--- src/rtl/txn_wdog_pkg.sv ---
// Shared types and constants for the transaction timeout monitor.
// Channel states, event codes, severities and event bundles.
package txn_wdog_pkg;

  typedef enum logic {
    IDLE  = 1'b0,
    ARMED = 1'b1
  } ch_state_e;

  localparam logic [7:0] EVT_TO_RETRY  = 8'h10;
  localparam logic [7:0] EVT_TO_ABORT  = 8'h11;
  localparam logic [7:0] EVT_SPUR_DONE = 8'h12;

  localparam logic [3:0] SEV_INFO  = 4'd1;
  localparam logic [3:0] SEV_RECOV = 4'd2;
  localparam logic [3:0] SEV_FATAL = 4'd3;

  localparam int CH_W_MAX = 5;

  typedef struct packed {
    logic [3:0]          sev;
    logic [7:0]          code;
    logic [CH_W_MAX-1:0] ch;
  } evt_t;

  typedef struct packed {
    logic [3:0] sev;
    logic [7:0] code;
  } slot_t;

endpackage

--- src/rtl/txn_timeout_monitor_if.sv ---
// Event stream handshake between the monitor and the host logger.
// Master drives the event fields, slave returns ready.
interface txn_timeout_monitor_if #(
  parameter int NUM_CH = 8
);

  localparam int CH_W = $clog2(NUM_CH);

  logic            evt_valid;
  logic            evt_ready;
  logic [3:0]      evt_severity;
  logic [7:0]      evt_code;
  logic [CH_W-1:0] evt_ch;
  logic [7:0]      evt_drop_cnt;

  modport master (
    output evt_valid,
    output evt_severity,
    output evt_code,
    output evt_ch,
    output evt_drop_cnt,
    input  evt_ready
  );

  modport slave (
    input  evt_valid,
    input  evt_severity,
    input  evt_code,
    input  evt_ch,
    input  evt_drop_cnt,
    output evt_ready
  );

endinterface

--- src/rtl/txn_wdog_evt_fifo.sv ---
// First-word-fall-through synchronous FIFO for monitor events.
// Head entry is visible on dout whenever the FIFO is non-empty.
module txn_wdog_evt_fifo #(
  parameter int WIDTH = 8,
  parameter int DEPTH = 4
) (
  input  logic             clk,
  input  logic             rst_n,
  input  logic             push,
  input  logic [WIDTH-1:0] din,
  input  logic             pop,
  output logic [WIDTH-1:0] dout,
  output logic             full,
  output logic             empty
);

  localparam int AW = $clog2(DEPTH);

  logic [WIDTH-1:0] mem_q [DEPTH];
  logic [WIDTH-1:0] mem_d [DEPTH];
  logic [AW:0]      wr_q, wr_d;
  logic [AW:0]      rd_q, rd_d;
  logic             do_push;
  logic             do_pop;

  // Extra pointer bit separates full from empty.
  assign empty = wr_q == rd_q;
  assign full  = (wr_q[AW] != rd_q[AW]) &&
                 (wr_q[AW-1:0] == rd_q[AW-1:0]);

  assign do_push = push && !full;
  assign do_pop  = pop && !empty;
  assign dout    = mem_q[rd_q[AW-1:0]];

  always_comb begin
    mem_d = mem_q;
    wr_d  = wr_q;
    rd_d  = rd_q;
    if (do_push) begin
      mem_d[wr_q[AW-1:0]] = din;
      wr_d = wr_q + 1'b1;
    end
    if (do_pop) begin
      rd_d = rd_q + 1'b1;
    end
  end

  always_ff @(posedge clk or negedge rst_n) begin
    if (!rst_n) begin
      wr_q <= '0;
      rd_q <= '0;
      for (int i = 0; i < DEPTH; i++) begin
        mem_q[i] <= '0;
      end
    end else begin
      wr_q  <= wr_d;
      rd_q  <= rd_d;
      mem_q <= mem_d;
    end
  end

endmodule

--- src/rtl/txn_timeout_monitor.sv ---
// Per-channel transaction timeout monitor with retry/abort pulses,
// exponential backoff and a round-robin buffered event stream.
module txn_timeout_monitor
  import txn_wdog_pkg::*;
#(
  parameter int NUM_CH     = 8,
  parameter int TIMER_W    = 16,
  parameter int RETRY_W    = 2,
  parameter int PRESCALE_W = 8,
  parameter int EVT_DEPTH  = 4
) (
  input  logic                  clk,
  input  logic                  rst_n,
  input  logic [NUM_CH-1:0]     cfg_enable,
  input  logic [TIMER_W-1:0]    cfg_timeout,
  input  logic [RETRY_W-1:0]    cfg_retry_max,
  input  logic                  cfg_backoff_en,
  input  logic [PRESCALE_W-1:0] cfg_prescale,
  input  logic [NUM_CH-1:0]     tr_start,
  input  logic [NUM_CH-1:0]     tr_done,
  output logic [NUM_CH-1:0]     tr_retry,
  output logic [NUM_CH-1:0]     tr_abort,
  output logic [NUM_CH-1:0]     ch_busy,
  txn_timeout_monitor_if.master evt
);

  localparam int CH_W  = $clog2(NUM_CH);
  localparam int LIM_W = TIMER_W + 2**RETRY_W;

  localparam logic [TIMER_W-1:0] TMAX = {TIMER_W{1'b1}};

  ch_state_e            state_q [NUM_CH];
  ch_state_e            state_d [NUM_CH];
  logic [TIMER_W-1:0]   timer_q [NUM_CH];
  logic [TIMER_W-1:0]   timer_d [NUM_CH];
  logic [RETRY_W-1:0]   retry_q [NUM_CH];
  logic [RETRY_W-1:0]   retry_d [NUM_CH];
  slot_t                slot_q  [NUM_CH];
  slot_t                slot_d  [NUM_CH];
  slot_t                new_slot [NUM_CH];
  logic [NUM_CH-1:0]    new_vld;
  logic [NUM_CH-1:0]    pend_q, pend_d;
  logic [NUM_CH-1:0]    rty_p_q, rty_p_d;
  logic [NUM_CH-1:0]    abt_p_q, abt_p_d;
  logic [PRESCALE_W-1:0] presc_q, presc_d;
  logic                 tick;
  logic [CH_W-1:0]      rr_q, rr_d;
  logic [7:0]           drop_q, drop_d;
  logic                 gnt_vld;
  logic [CH_W-1:0]      gnt_idx;
  logic                 push;
  logic                 pop;
  logic                 fifo_full;
  logic                 fifo_empty;
  evt_t                 push_evt;
  evt_t                 head_evt;
  logic                 unused_ch;

  function automatic logic [TIMER_W-1:0] calc_limit(
    input logic [TIMER_W-1:0] to,
    input logic [RETRY_W-1:0] r,
    input logic               bo
  );
    logic [LIM_W-1:0] ext;
    ext = LIM_W'(to);
    if (bo) ext = ext << r;
    if (|ext[LIM_W-1:TIMER_W]) return TMAX;
    return ext[TIMER_W-1:0];
  endfunction

  assign tick    = presc_q == cfg_prescale;
  assign presc_d = tick ? '0 : presc_q + 1'b1;

  always_comb begin : ch_fsm
    logic [TIMER_W-1:0] lim;
    logic [TIMER_W:0]   tinc;
    lim  = '0;
    tinc = '0;
    for (int i = 0; i < NUM_CH; i++) begin
      state_d[i]  = state_q[i];
      timer_d[i]  = timer_q[i];
      retry_d[i]  = retry_q[i];
      rty_p_d[i]  = 1'b0;
      abt_p_d[i]  = 1'b0;
      new_vld[i]  = 1'b0;
      new_slot[i] = '0;
      lim  = calc_limit(cfg_timeout, retry_q[i],
                        cfg_backoff_en);
      tinc = {1'b0, timer_q[i]} + 1'b1;
      if (!cfg_enable[i]) begin
        state_d[i] = IDLE;
        timer_d[i] = '0;
        retry_d[i] = '0;
      end else begin
        unique case (state_q[i])
          IDLE: begin
            if (tr_done[i]) begin
              new_vld[i]  = 1'b1;
              new_slot[i] = '{sev: SEV_INFO,
                              code: EVT_SPUR_DONE};
            end else if (tr_start[i]) begin
              state_d[i] = ARMED;
              timer_d[i] = '0;
              retry_d[i] = '0;
            end
          end
          ARMED: begin
            if (tr_done[i]) begin
              state_d[i] = IDLE;
              timer_d[i] = '0;
              retry_d[i] = '0;
            end else if (tr_start[i]) begin
              timer_d[i] = '0;
            end else if (tick && cfg_timeout != '0) begin
              // >= so a lowered limit expires on the next tick
              if (tinc >= {1'b0, lim}) begin
                timer_d[i] = '0;
                if (retry_q[i] < cfg_retry_max) begin
                  retry_d[i]  = retry_q[i] + 1'b1;
                  rty_p_d[i]  = 1'b1;
                  new_vld[i]  = 1'b1;
                  new_slot[i] = '{sev: SEV_RECOV,
                                  code: EVT_TO_RETRY};
                end else begin
                  state_d[i]  = IDLE;
                  retry_d[i]  = '0;
                  abt_p_d[i]  = 1'b1;
                  new_vld[i]  = 1'b1;
                  new_slot[i] = '{sev: SEV_FATAL,
                                  code: EVT_TO_ABORT};
                end
              end else begin
                timer_d[i] = tinc[TIMER_W-1:0];
              end
            end
          end
          default: state_d[i] = IDLE;
        endcase
      end
    end
  end

  always_comb begin : rr_arb
    int j;
    j       = 0;
    gnt_vld = 1'b0;
    gnt_idx = '0;
    for (int k = 0; k < NUM_CH; k++) begin
      j = int'(rr_q) + k;
      if (j >= NUM_CH) j = j - NUM_CH;
      if (!gnt_vld && pend_q[j]) begin
        gnt_vld = 1'b1;
        gnt_idx = CH_W'(j);
      end
    end
  end

  assign push = gnt_vld && !fifo_full;

  always_comb begin
    rr_d = rr_q;
    if (push) begin
      rr_d = (gnt_idx == CH_W'(NUM_CH - 1)) ?
             '0 : gnt_idx + 1'b1;
    end
  end

  always_comb begin
    push_evt.sev  = slot_q[gnt_idx].sev;
    push_evt.code = slot_q[gnt_idx].code;
    push_evt.ch   = CH_W_MAX'(gnt_idx);
  end

  // A slot granted this cycle frees up before the new event lands.
  always_comb begin
    pend_d = pend_q;
    slot_d = slot_q;
    drop_d = drop_q;
    for (int i = 0; i < NUM_CH; i++) begin
      if (push && gnt_idx == CH_W'(i)) begin
        pend_d[i] = 1'b0;
      end
      if (new_vld[i]) begin
        if (pend_d[i] && drop_d != 8'hFF) begin
          drop_d = drop_d + 8'd1;
        end
        pend_d[i] = 1'b1;
        slot_d[i] = new_slot[i];
      end
    end
  end

  always_ff @(posedge clk or negedge rst_n) begin
    if (!rst_n) begin
      presc_q <= '0;
      rr_q    <= '0;
      drop_q  <= '0;
      pend_q  <= '0;
      rty_p_q <= '0;
      abt_p_q <= '0;
      for (int i = 0; i < NUM_CH; i++) begin
        state_q[i] <= IDLE;
        timer_q[i] <= '0;
        retry_q[i] <= '0;
        slot_q[i]  <= '0;
      end
    end else begin
      presc_q <= presc_d;
      rr_q    <= rr_d;
      drop_q  <= drop_d;
      pend_q  <= pend_d;
      rty_p_q <= rty_p_d;
      abt_p_q <= abt_p_d;
      state_q <= state_d;
      timer_q <= timer_d;
      retry_q <= retry_d;
      slot_q  <= slot_d;
    end
  end

  txn_wdog_evt_fifo #(
    .WIDTH ($bits(evt_t)),
    .DEPTH (EVT_DEPTH)
  ) u_fifo (
    .clk   (clk),
    .rst_n (rst_n),
    .push  (push),
    .din   (push_evt),
    .pop   (pop),
    .dout  (head_evt),
    .full  (fifo_full),
    .empty (fifo_empty)
  );

  assign pop = !fifo_empty && evt.evt_ready;

  always_comb begin
    for (int i = 0; i < NUM_CH; i++) begin
      ch_busy[i] = state_q[i] == ARMED;
    end
  end

  assign tr_retry         = rty_p_q;
  assign tr_abort         = abt_p_q;
  assign evt.evt_valid    = !fifo_empty;
  assign evt.evt_severity = head_evt.sev;
  assign evt.evt_code     = head_evt.code;
  assign evt.evt_ch       = head_evt.ch[CH_W-1:0];
  assign evt.evt_drop_cnt = drop_q;
  assign unused_ch        = ^head_evt.ch;

endmodule
--- src/flat_wrapper.sv ---
// flat-port wrapper written by rule: the top's interface ports become plain ports
module txn_timeout_monitor_flat import txn_wdog_pkg::*;
#(
  parameter int NUM_CH     = 8,
  parameter int TIMER_W    = 16,
  parameter int RETRY_W    = 2,
  parameter int PRESCALE_W = 8,
  parameter int EVT_DEPTH  = 4
)
  (clk, rst_n, cfg_enable, cfg_timeout, cfg_retry_max, cfg_backoff_en, cfg_prescale, tr_start, tr_done, tr_retry, tr_abort, ch_busy, evt_evt_valid, evt_evt_severity, evt_evt_code, evt_evt_ch, evt_evt_drop_cnt, evt_evt_ready);
  txn_timeout_monitor_if #(.NUM_CH(NUM_CH)) evt_i ();
  input  logic clk;
  input  logic rst_n;
  input  logic [NUM_CH-1:0] cfg_enable;
  input  logic [TIMER_W-1:0] cfg_timeout;
  input  logic [RETRY_W-1:0] cfg_retry_max;
  input  logic cfg_backoff_en;
  input  logic [PRESCALE_W-1:0] cfg_prescale;
  input  logic [NUM_CH-1:0] tr_start;
  input  logic [NUM_CH-1:0] tr_done;
  output logic [NUM_CH-1:0] tr_retry;
  output logic [NUM_CH-1:0] tr_abort;
  output logic [NUM_CH-1:0] ch_busy;
  output wire logic [$bits(evt_i.evt_valid)-1:0] evt_evt_valid;
  output wire logic [$bits(evt_i.evt_severity)-1:0] evt_evt_severity;
  output wire logic [$bits(evt_i.evt_code)-1:0] evt_evt_code;
  output wire logic [$bits(evt_i.evt_ch)-1:0] evt_evt_ch;
  output wire logic [$bits(evt_i.evt_drop_cnt)-1:0] evt_evt_drop_cnt;
  input wire logic [$bits(evt_i.evt_ready)-1:0] evt_evt_ready;
  assign evt_evt_valid = evt_i.evt_valid;
  assign evt_evt_severity = evt_i.evt_severity;
  assign evt_evt_code = evt_i.evt_code;
  assign evt_evt_ch = evt_i.evt_ch;
  assign evt_evt_drop_cnt = evt_i.evt_drop_cnt;
  assign evt_i.evt_ready = evt_evt_ready;
  txn_timeout_monitor #(.NUM_CH(NUM_CH), .TIMER_W(TIMER_W), .RETRY_W(RETRY_W), .PRESCALE_W(PRESCALE_W), .EVT_DEPTH(EVT_DEPTH)) u_core (.clk(clk), .rst_n(rst_n), .cfg_enable(cfg_enable), .cfg_timeout(cfg_timeout), .cfg_retry_max(cfg_retry_max), .cfg_backoff_en(cfg_backoff_en), .cfg_prescale(cfg_prescale), .tr_start(tr_start), .tr_done(tr_done), .tr_retry(tr_retry), .tr_abort(tr_abort), .ch_busy(ch_busy), .evt(evt_i));
endmodule
--- config.mk ---
export PLATFORM = sky130hd
export DESIGN_NAME = txn_timeout_monitor_flat
export DESIGN_NICKNAME = d
export VERILOG_FILES = /design/src/rtl/txn_wdog_pkg.sv /design/src/rtl/txn_timeout_monitor_if.sv /design/src/rtl/txn_wdog_evt_fifo.sv /design/src/rtl/txn_timeout_monitor.sv /design/src/flat_wrapper.sv
export SDC_FILE = /design/constraint.sdc
export NUM_CORES = 1
export LEC_CHECK = 0
export CAP_MARGIN = 20
export CORE_AREA = 10 10 172 254
export DETAILED_ROUTE_END_ITERATION = 10
export DIE_AREA = 0 0 182 264
export PLACE_DENSITY = 0.84
export SYNTH_ARGS = -nofsm -noshare
export SYNTH_HDL_FRONTEND = slang
export SYNTH_SLANG_ARGS = --single-unit
--- constraint.sdc ---
create_clock -name clk -period 39.2 [get_ports clk]
set_input_delay 7.84 -clock clk [delete_from_list [all_inputs] [get_ports clk]]
set_output_delay 7.84 -clock clk [all_outputs]
set_load 0.05 [all_outputs]
=== After elaboration in Yosys (flattened, before gate mapping) ===
Index checks and enable logic that the tools add are counted.

* Add/sub/neg operators: 43
* Order comparisons: 36
* Equal/unequal tests: 67
* Shift-type cells: 8
* Multiplexer cells: 555
* Bitwise operators: 11
* Reductions and logical operators: 65

{| class="wikitable"
|+ Operators by type and width
! cell !! count
|-
| 2-to-1 mux 16 bit || 72
|-
| 2-to-1 mux 12 bit || 42
|-
| 2-to-1 mux 1 bit || 264
|-
| less-than comparator 32 x 5 -> 1 bit, second input constant || 8
|-
| 2-to-1 mux 32 bit || 8
|-
| case mux 16 bit (2 select lines) || 8
|-
| >= comparator 32 x 5 -> 1 bit, second input constant || 7
|-
| subtractor 32 x 5 -> 32 bit, second input constant || 7
|-
| case mux 12 bit (2 select lines) || 8
|-
| 2-to-1 mux 20 bit || 8
|-
| << shifter 16 x 2 -> 20 bit || 8
|-
| 2-to-1 mux 9 bit || 16
|-
| adder 16 x 1 -> 17 bit, second input constant || 8
|-
| >= comparator 17 x 16 -> 1 bit || 8
|-
| 2-to-1 mux 8 bit || 17
|-
| 2-to-1 mux 2 bit || 64
|-
| inequality test 4 bit, second input constant || 24
|-
| adder 8 x 1 -> 8 bit, second input constant || 9
|-
| bitwise mux 68 bit || 1
|-
| inequality test 8 bit, second input constant || 8
|-
| 2-to-1 mux 17 bit || 3
|-
| inequality test 3 bit, second input constant || 16
|-
| inequality test 5 bit, second input constant || 8
|-
| AND reduction 5 bit || 8
|-
| other kinds (34) || 155
|}

* Register bits: 365
* Input port bits: 54
* Output and inout port bits: 48
* Logic and storage cells: 837

=== Depth between registers and ports, before layout ===
* Depth after elaboration: 61
* Depth in mapped cells: 69
* Depth with buffers taken out: 65

=== Modules after synthesis ===
From an unflattened synthesis, not the netlist that was laid out.

* Cells, all modules: 3,023
* Area total of the unflattened synthesis: 27,035.9 um2

{| class="wikitable"
|+ Modules (own cells, without submodules)
! module !! times used !! cells each !! area each (um2) !! sequential area each (um2)
|-
| txn_timeout_monitor || 1 || 2,816 || 23,440.0 || 5,880.6
|-
| txn_wdog_evt_fifo || 1 || 207 || 3,595.9 || 1,851.8
|}

=== Worst setup path after synthesis ===
Ideal clock, no wire load.

* Path kind: input -> register
* Start: in cfg_timeout[14]
* End: reg u_core.drop_q[1] (netlist: u_core.evt.evt_drop_cnt[1])
* Library setup time: 125 ps
* Data arrival time: 19,611 ps
* Required time: 39,075 ps
* Path slack: 19,464 ps
* Stages: 61
* Buffers on the path: 4
* Cells stage by stage: clkbuf_1 > clkbuf_1 > a21oi_1 > o21ai_0 > clkbuf_1 > o21ai_0 > and2_1 > ha_1 > o21ai_0 > o221ai_1 > o211ai_1 > a311oi_1 > o21ai_0 > a21o_4 > buf_8 > xnor2_1 > ha_1 > inv_1 > [25 not listed] > inv_1 > nor3_1 > a32o_1 > a31oi_1 > and2b_1 > a31oi_2 > xnor2_1 > ha_1 > nand2_1 > a21oi_2 > nand2_1 > o21ai_1 > mux2_2 > ha_1 > o2111ai_1 > nor3_2 > nor3_2 > mux2_4

* Cells in the longest elaborated chain, start to end: 41
* Elaborated cells on any way between the ends: 134
* Those cells by class: add/sub (7); order compare (8); eq/ne (7); shift (8); mux (87); reduce/logical (17)

{| class="wikitable"
|+ RTL lines
! what !! line !! source
|-
| start, declared || flat_wrapper.sv:15 || <nowiki>input logic [TIMER_W-1:0] cfg_timeout;</nowiki>
|-
| parallel branches: the longest is 40 deep, another holds >= comparator 17 x 16 -> 1 bit || - ||
|-
| 2-to-1 mux 8 bit * || txn_timeout_monitor.sv:183 || <nowiki>if (new_vld[i]) begin</nowiki>
|-
| via u_core.drop_d[1] || txn_timeout_monitor.sv:48 || <nowiki>logic [7:0] drop_q, drop_d;</nowiki>
|-
| end signal, assigned || txn_timeout_monitor.sv:210 || <nowiki>drop_q <= drop_d;</nowiki>
|-
| end, declared || txn_timeout_monitor.sv:48 ||
|}

Mark *: on every way through the listed nets, which the timed path passes.
A chain may end at the register's enable or synchronous reset.

=== Worst setup path after layout ===
* Start: in cfg_timeout[13]
* End: reg u_core.drop_q[1] (netlist: u_core.evt.evt_drop_cnt[1])

The elaborated chain is that of the path after synthesis.

==> flow_summary.json <==
{
  "outcome": "complete, but fails checks",
  "failed_checks": "design-rule violations",
  "place.detailed.instances": 3355,
  "synth.top_cells.by_area": "sky130_fd_sc_hd__dfrtp_1, sky130_fd_sc_hd__ha_1, sky130_fd_sc_hd__mux4_2",
  "placement.io_buffers": 94,
  "reg2reg_to": "u_core.evt.evt_drop_cnt[1]",
  "tightest_slew_ns": 0.9965,
  "worst_path_max_delay_cell": "sky130_fd_sc_hd__o21ai_0",
  "tritoncts": "built",
  "cts-buffers-inserted": 29,
  "timing.max_cap.violations": 0,
  "cp-end-kind": "flop",
  "ys_ff_latch": 273,
  "placeableCoreArea_um2": 39090,
  "post_synth_inst_count": 2904,
  "ctsLongestPathBuffers": 3,
  "detailroute.via_count": 23466,
  "finalWorstPathRequiredPeriod_ns": 21.92,
  "synthArstFlopShare": 1.000,
  "ctsHtreeMaxLevel": 1,
  "hold-worst-slack_ns": 0.4727,
  "fin_setup_tns_ns": 0,
  "worstPathRequired_ns": 39.67,
  "hold_start": "u_core.slot_q[64]",
  "synth_cell_types": 110,
  "finalWirelength_um": 74630,
  "synth_top_area_cell": "sky130_fd_sc_hd__dfrtp_1",
  "synth.top_cells.by_count": "sky130_fd_sc_hd__nand2_1, sky130_fd_sc_hd__dfrtp_1, sky130_fd_sc_hd__o21ai_0",
  "irDropWorstVdd_mv": 0.1318,
  "ant_nets": 0,
  "final_layout_size_suffix_gt1_frac": 0.09416,
  "arrival_time_worst_endpoint_ns": 22.38,
  "global_route_wire_length_before_repair_um": 119800,
  "cp_num_buf_inv": 8,
  "post-synth-top-count-cell": "sky130_fd_sc_hd__nand2_1",
  "skew_ns": 0.01455,
  "fmaxAchievable_mhz": 45.63,
  "area_share_of_the_leading_cell_type_in_the_synthesized_netlist": 0.2719,
  "dominantRegCellSynth": "sky130_fd_sc_hd__dfrtp_1",
  "min_to": "u_core.slot_q[64]",
  "timing.critical_path.from_type": "primary input",
  "drt_pass1_iterations": 10,
  "internal_power_uw": 808.7,
  "critical-path-top-cell-by-count": "sky130_fd_sc_hd__ha_1",
  "post_synthesis_area_per_instance_um2": 8.652,
  "final_area_um2": 27300,
  "rsz0062_at_grt": "no",
  "die-width_um": 182,
  "r2r-start": "u_core.rr_q[1]",
  "pin_count_of_the_biggest_net_entering_global_routing": 176,
  "path_delay_family": "compound AO/OA/AOI/OAI gates",
  "clk_latency_ns": 0.59,
  "pwr-share-clk": 0.198,
  "comb_power_share": 0.558,
  "total_leakage_power_uw": 0.01201,
  "area_overhead_of_the_layout_relative_to_synthesis_pct": 8.635,
  "worstHoldPathType": "reg -> reg",
  "seq_power_share": 0.244,
  "track_usage": 0.2985,
  "post-route-drc-count": 1,
  "clkSlewWorstSetupHoldPaths_ns": 0.07,
  "postCtsHoldBufs": 0,
  "route.detailed.vias_per_inst": 6.880,
  "globalplace.congestion": 1.003,
  "postCtsSetupBuffers": 0,
  "final_critical_path_setup_slack_ns": 17.28,
  "grt_overflow_total": 0,
  "slowest_delay_ns": 0.77,
  "dpl.hpwl_um": 54680,
  "ys_warn_count": 0,
  "cts-root-buf": "sky130_fd_sc_hd__clkbuf_16",
  "first_global_vias": 23275,
  "rows": 89,
  "stdcell_count": 3411,
  "r2r_slack_ns": 23.65,
  "setup_viol": 0,
  "avgRoutedWirePerCell_um": 21.88,
  "slew-limit-headroom": 0.3357,
  "die_outline_area_um2": 48050,
  "power_switching_share": 0.4603,
  "synth.cell_area_um2": 25130,
  "timing.final.crit_share": 0.5591,
  "post-place-ws_ns": 16.91,
  "layout.nets": 3107,
  "drtIter0Drc": 2603,
  "grt_antenna_before_repair": 1,
  "slew_violations": 0,
  "cp_max_fo": 33,
  "critPathKind": "in -> reg",
  "synth_edf_count": 0,
  "initial_utilization": 0.6429,
  "synth_sequential_area_ratio": 0.2719,
  "switching_power_summed_over_all_nets_uw": 689.6,
  "placedInstanceArea_um2": 26250,
  "clock-sinks": 273,
  "r2r_cells": 64,
  "hold_viol": 0,
  "io_pins": 102,
  "pwr_density_cell_nw_per_um2": 54.89,
  "post_cts_resize_count": 0,
  "min_delay_path_depth": 1,
  "die_height_um": 264
}
==> worst register-to-register path: cells and delay by family, from the launching register on <==
family | cells | cell delay (ns)
compound gates | 22 | 5.20
fa+ha+maj | 9 | 2.90
simple gates | 16 | 2.36
mux | 4 | 1.73
buf+inv | 8 | 1.43
xor+xnor | 5 | 1.20
flops | 1 | 0.63
==> sequential cells by signal (all words and copies together) (netlist names), 8 cells and up <==
register                 flops
u_core.tr_retry              8
u_core.evt.evt_drop_cnt      8
u_core.slot_q               40
u_core.tr_abort              8
u_core.timer_q             128
u_core.ch_busy               8
u_core.u_fifo.mem_q         32
u_core.retry_q              16
u_core.presc_q               8
u_core.pend_q                8
==> routing by layer <==
layer  part of all wire  track usage
met3              0.068      0.04241
met1               0.35       0.3259
met5                  0            0
met2               0.50       0.5192
met4              0.079       0.2140
==> power groups by stage <==
stage               Combinational [uW]  Sequential (uW)  Clock, uW
detailed placement                 811              373          0
global placement                   789              371          0
floorplan                          625              353          0
finish                             836              366        297
global route                       909              370        311
CTS                                816              368        299
==> metrics by stage <==
stage          utilization  total power (uW)
3_3_place_gp        0.6713              1160
2_1_floorplan            -             977.1
6_report            0.6984              1498
4_1_cts             0.6976              1484
5_1_grt             0.6984              1589
3_5_place_dp        0.6715              1184
==> cell type report <==
| cell class | instances | area [um2] |
|---|---|---|
| diodes | 1 | 2.502 |
| fillers | 3002 | 11790 |
| inverters | 68 | 255.2 |
| well taps | 500 | 625.6 |
| multi-input cells | 2381 | 17290 |
| repair buffers | 134 | 1276 |
| clock buffers | 38 | 809.5 |
| clock inverters | 16 | 210.2 |
| flip-flops and latches | 273 | 6832 |
==> worst max path at each step <==
stage,startpoint,end,slack [ns],cells past startpoint
final,cfg_timeout[13],u_core.evt.evt_drop_cnt[1],17.28,61
after global routing,cfg_timeout[13],u_core.evt.evt_drop_cnt[1],16.01,62
after CTS,cfg_timeout[13],u_core.evt.evt_drop_cnt[1],17.46,61
after detailed placement,cfg_timeout[13],u_core.evt.evt_drop_cnt[1],16.91,61
after global placement,cfg_timeout[13],u_core.evt.evt_drop_cnt[1],17.37,61
after floorplan,cfg_timeout[14],u_core.evt.evt_drop_cnt[1],19.46,61
==> logic make-up (layout without fill, tap and decap cells) <==
family          after synthesis  in the layout  synth area share
fa+ha+maj                   166            166           0.08266
flops                       273            273            0.2719
mux                         195            195            0.1211
buf+inv                     256            256           0.04133
other cells                   1              8         0.0001492
simple gates               1127           1127            0.2235
xor+xnor                    165            165           0.05836
compound gates              721            721            0.2011
==> layout by cell type (no fill, tap or decap), drive strengths merged, types with 17 or more instances in the layout <==
master,instances
a21o,39
ha,166
or3,19
mux2i,68
nand2b,63
clkbuf,38
and2,38
dfrtp,273
nor2b,53
mux4,78
a21oi,132
or2,17
nand2,386
o21ai,206
inv,69
nor4,22
nor3,41
and3,133
nor2,166
xor2,78
o211ai,22
o21a,33
clkdlybuf4s50,92
a211oi,21
o31ai,39
a221oi,24
mux2,49
buf,42
xnor2,86
nand3,97
a32o,68
nand4,60
Note: power is estimated with default switching activity, not from simulation.
